**config.mk**
```make
export PLATFORM = sky130hd
export DESIGN_NAME = alu_pipe
export DESIGN_NICKNAME = d
export VERILOG_FILES = /design/src/rtl/alu_pkg.sv /design/src/rtl/alu_mul_seq.sv /design/src/rtl/alu_pipe.sv
export SDC_FILE = /design/constraint.sdc
export NUM_CORES = 1
export LEC_CHECK = 0
export CORE_MARGIN = 1
export CORE_UTILIZATION = 45
export CTS_CLUSTER_DIAMETER = 150
export CTS_CLUSTER_SIZE = 12
export DETAILED_ROUTE_END_ITERATION = 12
export HOLD_SLACK_MARGIN = 0.02
export PLACE_DENSITY = 0.68
export SLEW_MARGIN = 25
export SYNTH_ARGS = -nofsm -noshare
export SYNTH_HDL_FRONTEND = slang
export SYNTH_HIERARCHICAL = 1
export SYNTH_SLANG_ARGS = --single-unit
```
**constraint.sdc**
```tcl
create_clock -name I_CLK -period 5.5 [get_ports I_CLK]
set_clock_uncertainty 0.05 [all_clocks]
set_input_delay 1.65 -clock I_CLK [delete_from_list [all_inputs] [get_ports I_CLK]]
set_output_delay 1.65 -clock I_CLK [all_outputs]
set_load 0.01 [all_outputs]
```
**src/rtl/alu_pkg.sv**
```systemverilog
// Shared opcode, flag-index, compare-bit and FSM state definitions for alu_pipe.
// The MUL state is present only when ALU_MUL_EN is defined.
package alu_pkg;

  localparam logic [3:0] OPC_ADD  = 4'd0;
  localparam logic [3:0] OPC_SUB  = 4'd1;
  localparam logic [3:0] OPC_OR   = 4'd2;
  localparam logic [3:0] OPC_AND  = 4'd3;
  localparam logic [3:0] OPC_XOR  = 4'd4;
  localparam logic [3:0] OPC_NOT  = 4'd5;
  localparam logic [3:0] OPC_MUL  = 4'd6;
  localparam logic [3:0] OPC_LOAD = 4'd8;
  localparam logic [3:0] OPC_CMP  = 4'd9;
  localparam logic [3:0] OPC_SHL  = 4'd10;
  localparam logic [3:0] OPC_SHR  = 4'd11;
  localparam logic [3:0] OPC_JMPA = 4'd12;
  localparam logic [3:0] OPC_JMPR = 4'd13;

  // Reserved codes are listed so every 4-bit pattern is a legal enum value.
  typedef enum logic [3:0] {
    OP_ADD   = OPC_ADD,
    OP_SUB   = OPC_SUB,
    OP_OR    = OPC_OR,
    OP_AND   = OPC_AND,
    OP_XOR   = OPC_XOR,
    OP_NOT   = OPC_NOT,
    OP_MUL   = OPC_MUL,
    OP_RSV7  = 4'd7,
    OP_LOAD  = OPC_LOAD,
    OP_CMP   = OPC_CMP,
    OP_SHL   = OPC_SHL,
    OP_SHR   = OPC_SHR,
    OP_JMPA  = OPC_JMPA,
    OP_JMPR  = OPC_JMPR,
    OP_RSV14 = 4'd14,
    OP_RSV15 = 4'd15
  } alu_op_e;

  localparam int FLG_Z = 0;
  localparam int FLG_N = 1;
  localparam int FLG_C = 2;
  localparam int FLG_V = 3;

  localparam int CMP_EQ = 0;
  localparam int CMP_AZ = 1;
  localparam int CMP_BZ = 2;
  localparam int CMP_GT = 3;
  localparam int CMP_LT = 4;

`ifdef ALU_MUL_EN
  typedef enum logic [1:0] {
    ST_IDLE = 2'd0,
    ST_HOLD = 2'd1,
    ST_MUL  = 2'd2
  } state_e;
`else
  typedef enum logic [1:0] {
    ST_IDLE = 2'd0,
    ST_HOLD = 2'd1
  } state_e;
`endif

endpackage

```
**src/rtl/alu_mul_seq.sv**
```systemverilog
// Iterative shift-add multiplier, one multiplier bit per cycle, with sign handling.
// Magnitudes are multiplied; the 2*DATA_W product is negated when operand signs differ.
module alu_mul_seq #(
  parameter int DATA_W = 16
) (
  input  logic                  clk_i,
  input  logic                  rst_i,
  input  logic                  start_i,
  input  logic                  signed_i,
  input  logic [DATA_W-1:0]     a_i,
  input  logic [DATA_W-1:0]     b_i,
  output logic                  done_o,
  output logic                  signed_o,
  output logic [2*DATA_W-1:0]   prod_o
);

  localparam int CNT_W = $clog2(DATA_W);

  logic                busy_q;
  logic                done_q;
  logic [CNT_W-1:0]    cnt_q;
  logic [DATA_W-1:0]   mcand_q;
  logic [2*DATA_W-1:0] acc_q;
  logic                neg_q;
  logic                sgn_q;

  logic                a_neg;
  logic                b_neg;
  logic [DATA_W-1:0]   a_mag;
  logic [DATA_W-1:0]   b_mag;
  logic [DATA_W:0]     part_sum;

  // Most-negative operand negates to itself, which is its correct unsigned magnitude.
  assign a_neg    = signed_i & a_i[DATA_W-1];
  assign b_neg    = signed_i & b_i[DATA_W-1];
  assign a_mag    = a_neg ? -a_i : a_i;
  assign b_mag    = b_neg ? -b_i : b_i;
  assign part_sum = {1'b0, acc_q[2*DATA_W-1:DATA_W]} + (acc_q[0] ? {1'b0, mcand_q} : '0);

  always_ff @(posedge clk_i or posedge rst_i) begin
    if (rst_i) begin
      busy_q <= 1'b0;
      done_q <= 1'b0;
      cnt_q  <= '0;
    end else begin
      done_q <= 1'b0;
      if (start_i) begin
        busy_q <= 1'b1;
        cnt_q  <= CNT_W'(DATA_W - 1);
      end else if (busy_q) begin
        if (cnt_q == '0) begin
          busy_q <= 1'b0;
          done_q <= 1'b1;
        end else begin
          cnt_q <= cnt_q - CNT_W'(1);
        end
      end
    end
  end

  // Low half of acc_q starts as the multiplier and is consumed LSB first.
  always_ff @(posedge clk_i) begin
    if (start_i) begin
      mcand_q <= a_mag;
      acc_q   <= {{DATA_W{1'b0}}, b_mag};
      neg_q   <= a_neg ^ b_neg;
      sgn_q   <= signed_i;
    end else if (busy_q) begin
      acc_q <= {part_sum, acc_q[DATA_W-1:1]};
    end
  end

  assign prod_o   = neg_q ? -acc_q : acc_q;
  assign done_o   = done_q;
  assign signed_o = sgn_q;

endmodule

```
**src/rtl/alu_pipe.sv**
```systemverilog
// Handshaked ALU with registered result/flags/branch and output back-pressure.
// Define ALU_MUL_EN to compile in the multi-cycle iterative multiplier (opcode 6).
module alu_pipe
  import alu_pkg::*;
#(
  parameter int DATA_W = 16,
  parameter int IMM_W  = 8,
  parameter int SH_W   = $clog2(DATA_W)
) (
  input  logic              I_CLK,
  input  logic              I_RST,
  input  logic              I_VALID,
  output logic              O_READY,
  input  logic [4:0]        I_ALUOP,
  input  logic [DATA_W-1:0] I_DATAA,
  input  logic [DATA_W-1:0] I_DATAB,
  input  logic [IMM_W-1:0]  I_IMME,
  output logic              O_VALID,
  input  logic              I_READY,
  output logic [DATA_W-1:0] O_DATARESULT,
  output logic [DATA_W-1:0] O_MULHI,
  output logic [3:0]        O_FLAGS,
  output logic              O_JMPBRANCH
);

  state_e state_q, state_d;
  alu_op_e opc;
  logic op_lsb, accept, load_alu, load;
  logic signed [DATA_W-1:0] a_s, b_s;
  logic [DATA_W:0] sum_w, diff_w, shl_w, shr_w;
  logic [SH_W-1:0] sh;
  logic [DATA_W-1:0] alu_res, res_d, res_q;
  logic alu_c, alu_v, alu_br, alu_def;
  logic [3:0] flags_d, flags_q;
  logic br_d, br_q;

  assign opc    = alu_op_e'(I_ALUOP[4:1]);
  assign op_lsb = I_ALUOP[0];
  assign a_s    = $signed(I_DATAA);
  assign b_s    = $signed(I_DATAB);
  assign sh     = I_DATAB[SH_W-1:0];
  assign sum_w  = {1'b0, I_DATAA} + {1'b0, I_DATAB};
  assign diff_w = {1'b0, I_DATAA} - {1'b0, I_DATAB};
  // One guard bit on each side captures the last bit shifted out (zero for shift 0).
  assign shl_w  = {1'b0, I_DATAA} << sh;
  assign shr_w  = {I_DATAA, 1'b0} >> sh;

  always_comb begin
    alu_res = '0;
    alu_c   = 1'b0;
    alu_v   = 1'b0;
    alu_br  = 1'b0;
    alu_def = 1'b1;
    case (opc)
      OP_ADD: begin
        alu_res = sum_w[DATA_W-1:0];
        alu_c   = sum_w[DATA_W];
        alu_v   = (I_DATAA[DATA_W-1] == I_DATAB[DATA_W-1]) && (sum_w[DATA_W-1] != I_DATAA[DATA_W-1]);
      end
      OP_SUB: begin
        alu_res = diff_w[DATA_W-1:0];
        alu_c   = diff_w[DATA_W];
        alu_v   = (I_DATAA[DATA_W-1] != I_DATAB[DATA_W-1]) && (diff_w[DATA_W-1] != I_DATAA[DATA_W-1]);
      end
      OP_OR:  alu_res = I_DATAA | I_DATAB;
      OP_AND: alu_res = I_DATAA & I_DATAB;
      OP_XOR: alu_res = I_DATAA ^ I_DATAB;
      OP_NOT: alu_res = ~I_DATAA;
      OP_LOAD: begin
        if (op_lsb) alu_res[DATA_W-1 -: IMM_W] = I_IMME;
        else        alu_res[IMM_W-1:0]         = I_IMME;
      end
      OP_CMP: begin
        alu_res[CMP_EQ] = (I_DATAA == I_DATAB);
        alu_res[CMP_AZ] = (I_DATAA == '0);
        alu_res[CMP_BZ] = (I_DATAB == '0);
        alu_res[CMP_GT] = op_lsb ? (a_s > b_s) : (I_DATAA > I_DATAB);
        alu_res[CMP_LT] = op_lsb ? (a_s < b_s) : (I_DATAA < I_DATAB);
      end
      OP_SHL: begin
        alu_res = shl_w[DATA_W-1:0];
        alu_c   = shl_w[DATA_W];
      end
      OP_SHR: begin
        alu_res = shr_w[DATA_W:1];
        alu_c   = shr_w[0];
      end
      OP_JMPA: begin
        alu_res = op_lsb ? I_DATAA : DATA_W'(I_IMME);
        alu_br  = 1'b1;
      end
      OP_JMPR: begin
        alu_res = I_DATAA;
        alu_br  = I_DATAB[{op_lsb, I_IMME[1:0]}];
      end
      default: alu_def = 1'b0;
    endcase
  end

`ifdef ALU_MUL_EN
  logic                  mul_start, mul_done, mul_sgn;
  logic [2*DATA_W-1:0]   mul_prod;
  logic [DATA_W-1:0]     mul_lo, mul_hi, hi_d, hi_q;

  assign mul_start = accept & (opc == OP_MUL);
  assign mul_lo    = mul_prod[DATA_W-1:0];
  assign mul_hi    = mul_prod[2*DATA_W-1:DATA_W];

  alu_mul_seq #(.DATA_W(DATA_W)) u_mul (
    .clk_i    (I_CLK),
    .rst_i    (I_RST),
    .start_i  (mul_start),
    .signed_i (op_lsb),
    .a_i      (I_DATAA),
    .b_i      (I_DATAB),
    .done_o   (mul_done),
    .signed_o (mul_sgn),
    .prod_o   (mul_prod)
  );
`endif

  always_comb begin
    state_d  = state_q;
    O_READY  = 1'b0;
    O_VALID  = 1'b0;
    accept   = 1'b0;
    load_alu = 1'b0;
    case (state_q)
      ST_IDLE: O_READY = 1'b1;
      ST_HOLD: begin
        O_VALID = 1'b1;
        O_READY = I_READY;
        if (I_READY) state_d = ST_IDLE;
      end
`ifdef ALU_MUL_EN
      ST_MUL: if (mul_done) state_d = ST_HOLD;
`endif
      default: state_d = ST_IDLE;
    endcase
    accept = I_VALID & O_READY;
    if (accept) begin
`ifdef ALU_MUL_EN
      if (opc == OP_MUL) begin
        state_d = ST_MUL;
      end else begin
        state_d  = ST_HOLD;
        load_alu = 1'b1;
      end
`else
      state_d  = ST_HOLD;
      load_alu = 1'b1;
`endif
    end
  end

  // Undefined opcodes clear every flag, including Z.
  always_comb begin
    res_d          = alu_res;
    br_d           = alu_br;
    load           = load_alu;
    flags_d        = '0;
    flags_d[FLG_Z] = alu_def && (alu_res == '0);
    flags_d[FLG_N] = alu_def && alu_res[DATA_W-1];
    flags_d[FLG_C] = alu_c;
    flags_d[FLG_V] = alu_v;
`ifdef ALU_MUL_EN
    hi_d = '0;
    if (state_q == ST_MUL) begin
      res_d          = mul_lo;
      hi_d           = mul_hi;
      br_d           = 1'b0;
      load           = mul_done;
      flags_d[FLG_Z] = (mul_lo == '0);
      flags_d[FLG_N] = mul_lo[DATA_W-1];
      flags_d[FLG_C] = !mul_sgn && (mul_hi != '0);
      flags_d[FLG_V] = mul_sgn && (mul_hi != {DATA_W{mul_lo[DATA_W-1]}});
    end
`endif
  end

  always_ff @(posedge I_CLK or posedge I_RST) begin
    if (I_RST) begin
      state_q <= ST_IDLE;
      res_q   <= '0;
      flags_q <= '0;
      br_q    <= 1'b0;
`ifdef ALU_MUL_EN
      hi_q    <= '0;
`endif
    end else begin
      state_q <= state_d;
      if (load) begin
        res_q   <= res_d;
        flags_q <= flags_d;
        br_q    <= br_d;
`ifdef ALU_MUL_EN
        hi_q    <= hi_d;
`endif
      end
    end
  end

  assign O_DATARESULT = res_q;
  assign O_FLAGS      = flags_q;
  assign O_JMPBRANCH  = br_q;
`ifdef ALU_MUL_EN
  assign O_MULHI      = hi_q;
`else
  assign O_MULHI      = '0;
`endif

endmodule

```
# [Word level (Yosys, flattened, before mapping)]
# Index checks and enable logic that the tools add are counted.
# W data, S select, Z words.
[op_classes] muxes=19 magnitude_cmp=5 addsub=2 n_shift=2 bitwise_logic=5 reduce_logical=11 n_eq_ne=19
[ops] operator="$pmux W11 S11" count=1
[ops] operator="$pmux W5 S12" count=1
[ops] operator="$logic_not A16 Y1" count=3
[ops] operator="$gt A16 B16 Y1" count=2
[ops] operator="$lt A16 B16 Y1" count=2
[ops] operator="$eq A4 B4 Y1 const B" count=6
[ops] operator="$add A16 B16 Y17" count=1
[ops] operator="$shl A16 B4 Y17" count=1
[ops] operator="$shr A17 B4 Y17" count=1
[ops] operator="$sub A16 B16 Y17" count=1
[ops] operator="$and A16 B16 Y16" count=1
[ops] operator="$eq A16 B16 Y1" count=1
[ops] operator="$mux W16" count=1
[ops] operator="$mux W8" count=2
[ops] operator="$not A16 Y16" count=1
[ops] operator="$or A16 B16 Y16" count=1
[ops] operator="$xor A16 B16 Y16" count=1
[ops] operator="$reduce_or A12 Y1" count=1
[ops] operator="$eq A4 B2 Y1 const B" count=2
[ops] operator="$eq A4 B3 Y1 const B" count=2
[ops] operator="$mux W1" count=6
[ops] operator="$pmux W1 S2" count=3
[ops] operator="$lt A3 B5 Y1 const B" count=1
[ops] operator="$eq A4 B1 Y1 const B" count=1
[ops] operator="14 further kinds" count=20
[word_totals] elab_cells=67 reg_bits=23

# [Depth between registers and ports, before layout]
[depth] ltp_word=5 depth_mapped=15 mapped_depth_nobuf=12

# [Least setup slack after synthesis]
# Ideal clock, no wire load.
[synth_path] kind="in2reg" startpoint="in I_DATAA[1]" endpoint="reg flags_q[0], in the netlist O_FLAGS[0]" path_slack_ps=971 path_buffers=1 required_time_ps=5358 t_arrival_ps=4387 stages=12 cell_sequence="buf_2 > inv_1 > ha_1 > o21ba_1 > or4_4 > a2111o_1 > a31oi_2 > nor3_1 > or4_4 > a21boi_2 > nand4_1 > o31ai_2"
[synth_between] elab_chain_cells=5 elab_cells_between_ends=21
[synth_rtl] element="start: declaration" line_no="alu_pipe.sv:15" rtl="input logic [DATA_W-1:0] I_DATAA,"
[synth_rtl] element="$gt A16 B16 Y1 / $lt A16 B16 Y1 (equally long branches)" line_no="alu_pipe.sv:77, alu_pipe.sv:78"
[synth_rtl] element="$mux W1, on equally long branches" line_no="alu_pipe.sv:77, alu_pipe.sv:78"
[synth_rtl] element="$pmux W5 S12" line_no="alu_pipe.sv:54" rtl="case (opc)"
[synth_rtl] element="$logic_not A16 Y1 *" line_no="alu_pipe.sv:162" rtl="flags_d[FLG_Z] = alu_def && (alu_res == '0);"
[synth_rtl] element="$logic_and A1 B1 Y1 *" line_no="alu_pipe.sv:162"
[synth_rtl] element="end signal: assignment" line_no="alu_pipe.sv:194" rtl="flags_q <= flags_d;"
[synth_rtl] element="end: declaration" line_no="alu_pipe.sv:34" rtl="logic [3:0] flags_d, flags_q;"
# Mark *: on every way between the ends. The rest lies on a longest branch, timed or not.
# A chain may end at the register's enable or synchronous reset.

# [Worst setup path after layout]
# Same ends and word-level chain as after synthesis.

==> results.toml <==
[worst_setup_path]
critPathMaxFanout = 5
startpoint_type = "input pin"
critPathMaxStageDelay_ps = 580
crit_chain = "clkdlybuf4s50_1 > inv_1 > ha_1 > o21ba_1 > or4_4 > a2111o_1 > and2_1 > a221oi_1 > o211ai_1 > nor4_1 > nand4_1 > o31ai_2"
critPathRequiredTime_ps = 5620
slowest_stage = "clkdlybuf4s50_1"
crit_buf_inv = 2
path_delay_family = "compound AO/OA/AOI/OAI gates"
crit_arrival_ps = 5250
cp-end-kind = "flop"
path_class = "input pin to flop"

[logic_synthesis]
yosys_warnings = 6
netlist_top_cells_area = "ha_1 (10%), dfrtp_1 (9.2%), mux4_2 (6.0%)"
ys_ff_latch = 22
synth_top_area_cell = "ha_1"
avgSynthCellArea_um2 = 7.66
ys_types = 96
synthesis.area_um2 = 5980
synthArstFlopShare = 1.00
synth_top_area_share = 0.103
ys.flop_type = "dfrtp_1"
synthesis.instances = 780
ys_seq_area_frac = 0.0921
synth_edf_count = 0

[clock_network]
cts_tree = "yes"
htreeDepth = 1
cts_sinks = 22
cts_buffers = 3
hold_buffers = 0
ctsRootBufferMaster = "clkbuf_16"
clk_latency_ps = 250
cts_resized = 0
post_cts_buffers = 0
clock_path_buffers = 2
clkTransAtPathRegs_ps = 50

[power]
p_total_w = 0.00107
leakage_nw = 2.99
powerDensity_nw_per_um2 = 150
irDropWorstVdd_v = 0.000107

[placement]
dpl.hpwl_um = 21800
gp_congestion = 1.06
portBuffers = 71

[drt]
finalWirelength_um = 27400
drc = 0
antenna_left = 0
drt-initial-drc-count = 1044
vias = 7149
routed_via_density = 6.91
drt_pass1_iterations = 5
avgRoutedWirePerCell_um = 26.5

[timing]
worst_pin_slew_ps = 841
whs_ps = 441
relSlewSlack = 0.431
grt_setup_unrepaired = "no"
finalCriticalPeriod_ps = 5130
fin_setup_tns_ps = 0
clock.fmax_mhz = 195
fin_crit_sh = 0.932
setup_viol = 0
finalMaxSlewViolations = 0
final_hold_viol_count = 0

[floorplanning]
die_h_um = 117
coreArea_um2 = 12800
die-area_um2 = 13700
initial_core_util = 0.468
rows = 41
chipWidth_um = 117
ios = 88

[global_routing]
grt_max_degree = 50
grt_pass1_wl_um = 40500
grt_overflow_total = 0
grt_pass1_vias = 6540
grtUsageTotal = 0.406
antenna_found_initial = 0

[finish]
num_antenna_cells = 0
drive_above_1_share = 0.169
nNetsFinal = 964
area_growth_pct = 19.6

[outcome]
run_status = "completed"

[hold_path]
hp-class = "flop to flop"

[flow_run]
drv_cap = 0
==> power breakdown <==
part	switching [W]	internal, W
sequential	0.0000152	0.000190
combinational	0.000399	0.000306
clock	0.0000535	0.000111
total	0.000468	0.000606
==> Yosys cell counts, types with 13 or more instances <==
cell and n:
a21oi_1 46, a221oi_1 14, buf_2 16, buf_4 26
clkbuf_1 26, dfrtp_1 22, ha_1 49, inv_1 46
mux2_2 18, mux2i_1 26, mux4_2 16, nand2_1 64
nand2b_1 16, nand3_1 17, nand4_1 13, nor2_1 63
nor3_1 16, nor4_1 17, o21ai_0 43
==> worst paths after layout <==
| path | from | to | slack, ps | depth (start not counted) |
|---|---|---|---|---|
| max reg2reg | state_q[0]$_DFFE_PP0P_ | O_FLAGS[0]$_DFFE_PP0P_ | 2600 | 9 |
| max in group asynchronous | I_RST | state_q[0]$_DFFE_PP0P_ | 3130 | 2 |
| max | I_DATAA[1] | O_FLAGS[0]$_DFFE_PP0P_ | 370 | 12 |
| min reg2reg | O_FLAGS[3]$_DFFE_PP0P_ | O_FLAGS[3]$_DFFE_PP0P_ | 440 | 2 |
| min | O_FLAGS[3]$_DFFE_PP0P_ | O_FLAGS[3]$_DFFE_PP0P_ | 440 | 2 |
| min in group asynchronous | I_RST | O_DATARESULT[11]$_DFFE_PP0P_ | 1790 | 2 |
==> placed cells by master, fill, tap and decap left out, drive strengths merged, types with 7 or more instances in the layout <==
master | Yosys | layout
a211oi | 9 | 9
a21oi | 46 | 46
a221oi | 14 | 14
a31oi | 9 | 9
and2 | 7 | 7
and3 | 7 | 7
buf | 54 | 75
clkdlybuf4s50 | 0 | 70
conb | 1 | 16
dfrtp | 22 | 22
ha | 49 | 49
inv | 47 | 47
mux2 | 23 | 23
mux2i | 27 | 27
mux4 | 16 | 16
nand2 | 64 | 64
nand2b | 16 | 16
nand3 | 17 | 17
nand4 | 13 | 13
nor2 | 63 | 63
nor2b | 8 | 8
nor3 | 16 | 16
nor4 | 18 | 18
nor4b | 7 | 7
o211ai | 8 | 8
o21ai | 45 | 45
o22ai | 9 | 9
o31ai | 10 | 10
==> per-stage QoR <==
stage / instance area, um2 / worst slack, ps / utilization / instances
3_5_place_dp: 7060 / 182 / 0.552 / 1031
3_3_place_gp: 7060 / 280 / 0.552 / 1031
2_1_floorplan: 6030 / 971 / - / 795
4_1_cts: 7150 / 437 / 0.559 / 1035
6_report: 7150 / 373 / 0.560 / 1035
5_1_grt: 7150 / 276 / 0.560 / 1035
==> registers in the layout (all words and copies together) (netlist names) <==
signal,flops
O_DATARESULT,16
O_FLAGS,4
O_JMPBRANCH,1
state_q,1
==> per-layer routing <==
layer,vias to the layer above,share of wire,GRT usage
met1,3387,0.39,0.528
li1,3084,-,-
met3,99,0.13,0.0896
met5,-,0,0
met4,0,0.054,0.200
met2,579,0.43,0.631
==> cell type report <==
type	count	area [um2]
clock buffers	4	88.8
fillers	1205	5620
inverters	47	179
multi-input cells	645	4810
flip-flops and latches	22	551
well taps	172	215
repair buffers	145	1310
==> cells by family after synthesis <==
| kind of cell | count (synthesis) | share of synthesized area |
|---|---|---|
| xor gates and xnor gates | 7 | 0.0103 |
| muxes | 66 | 0.152 |
| DFF | 22 | 0.0921 |
| adders and majority gates | 51 | 0.109 |
| other | 1 | 0.000627 |
| buffers and inverters | 128 | 0.116 |
| AOI/OAI and AO/OA | 227 | 0.269 |
| and+or+nand+nor | 278 | 0.251 |
==> worst min-delay path, delay by kind of cell (launching register included) <==
| family | cells | cell delay (ps) |
|---|---|---|
| flops | 1 | 340 |
| compound gates | 1 | 60 |
| simple gates | 1 | 50 |
No activity file was read; power rests on OpenSTA's default activity.
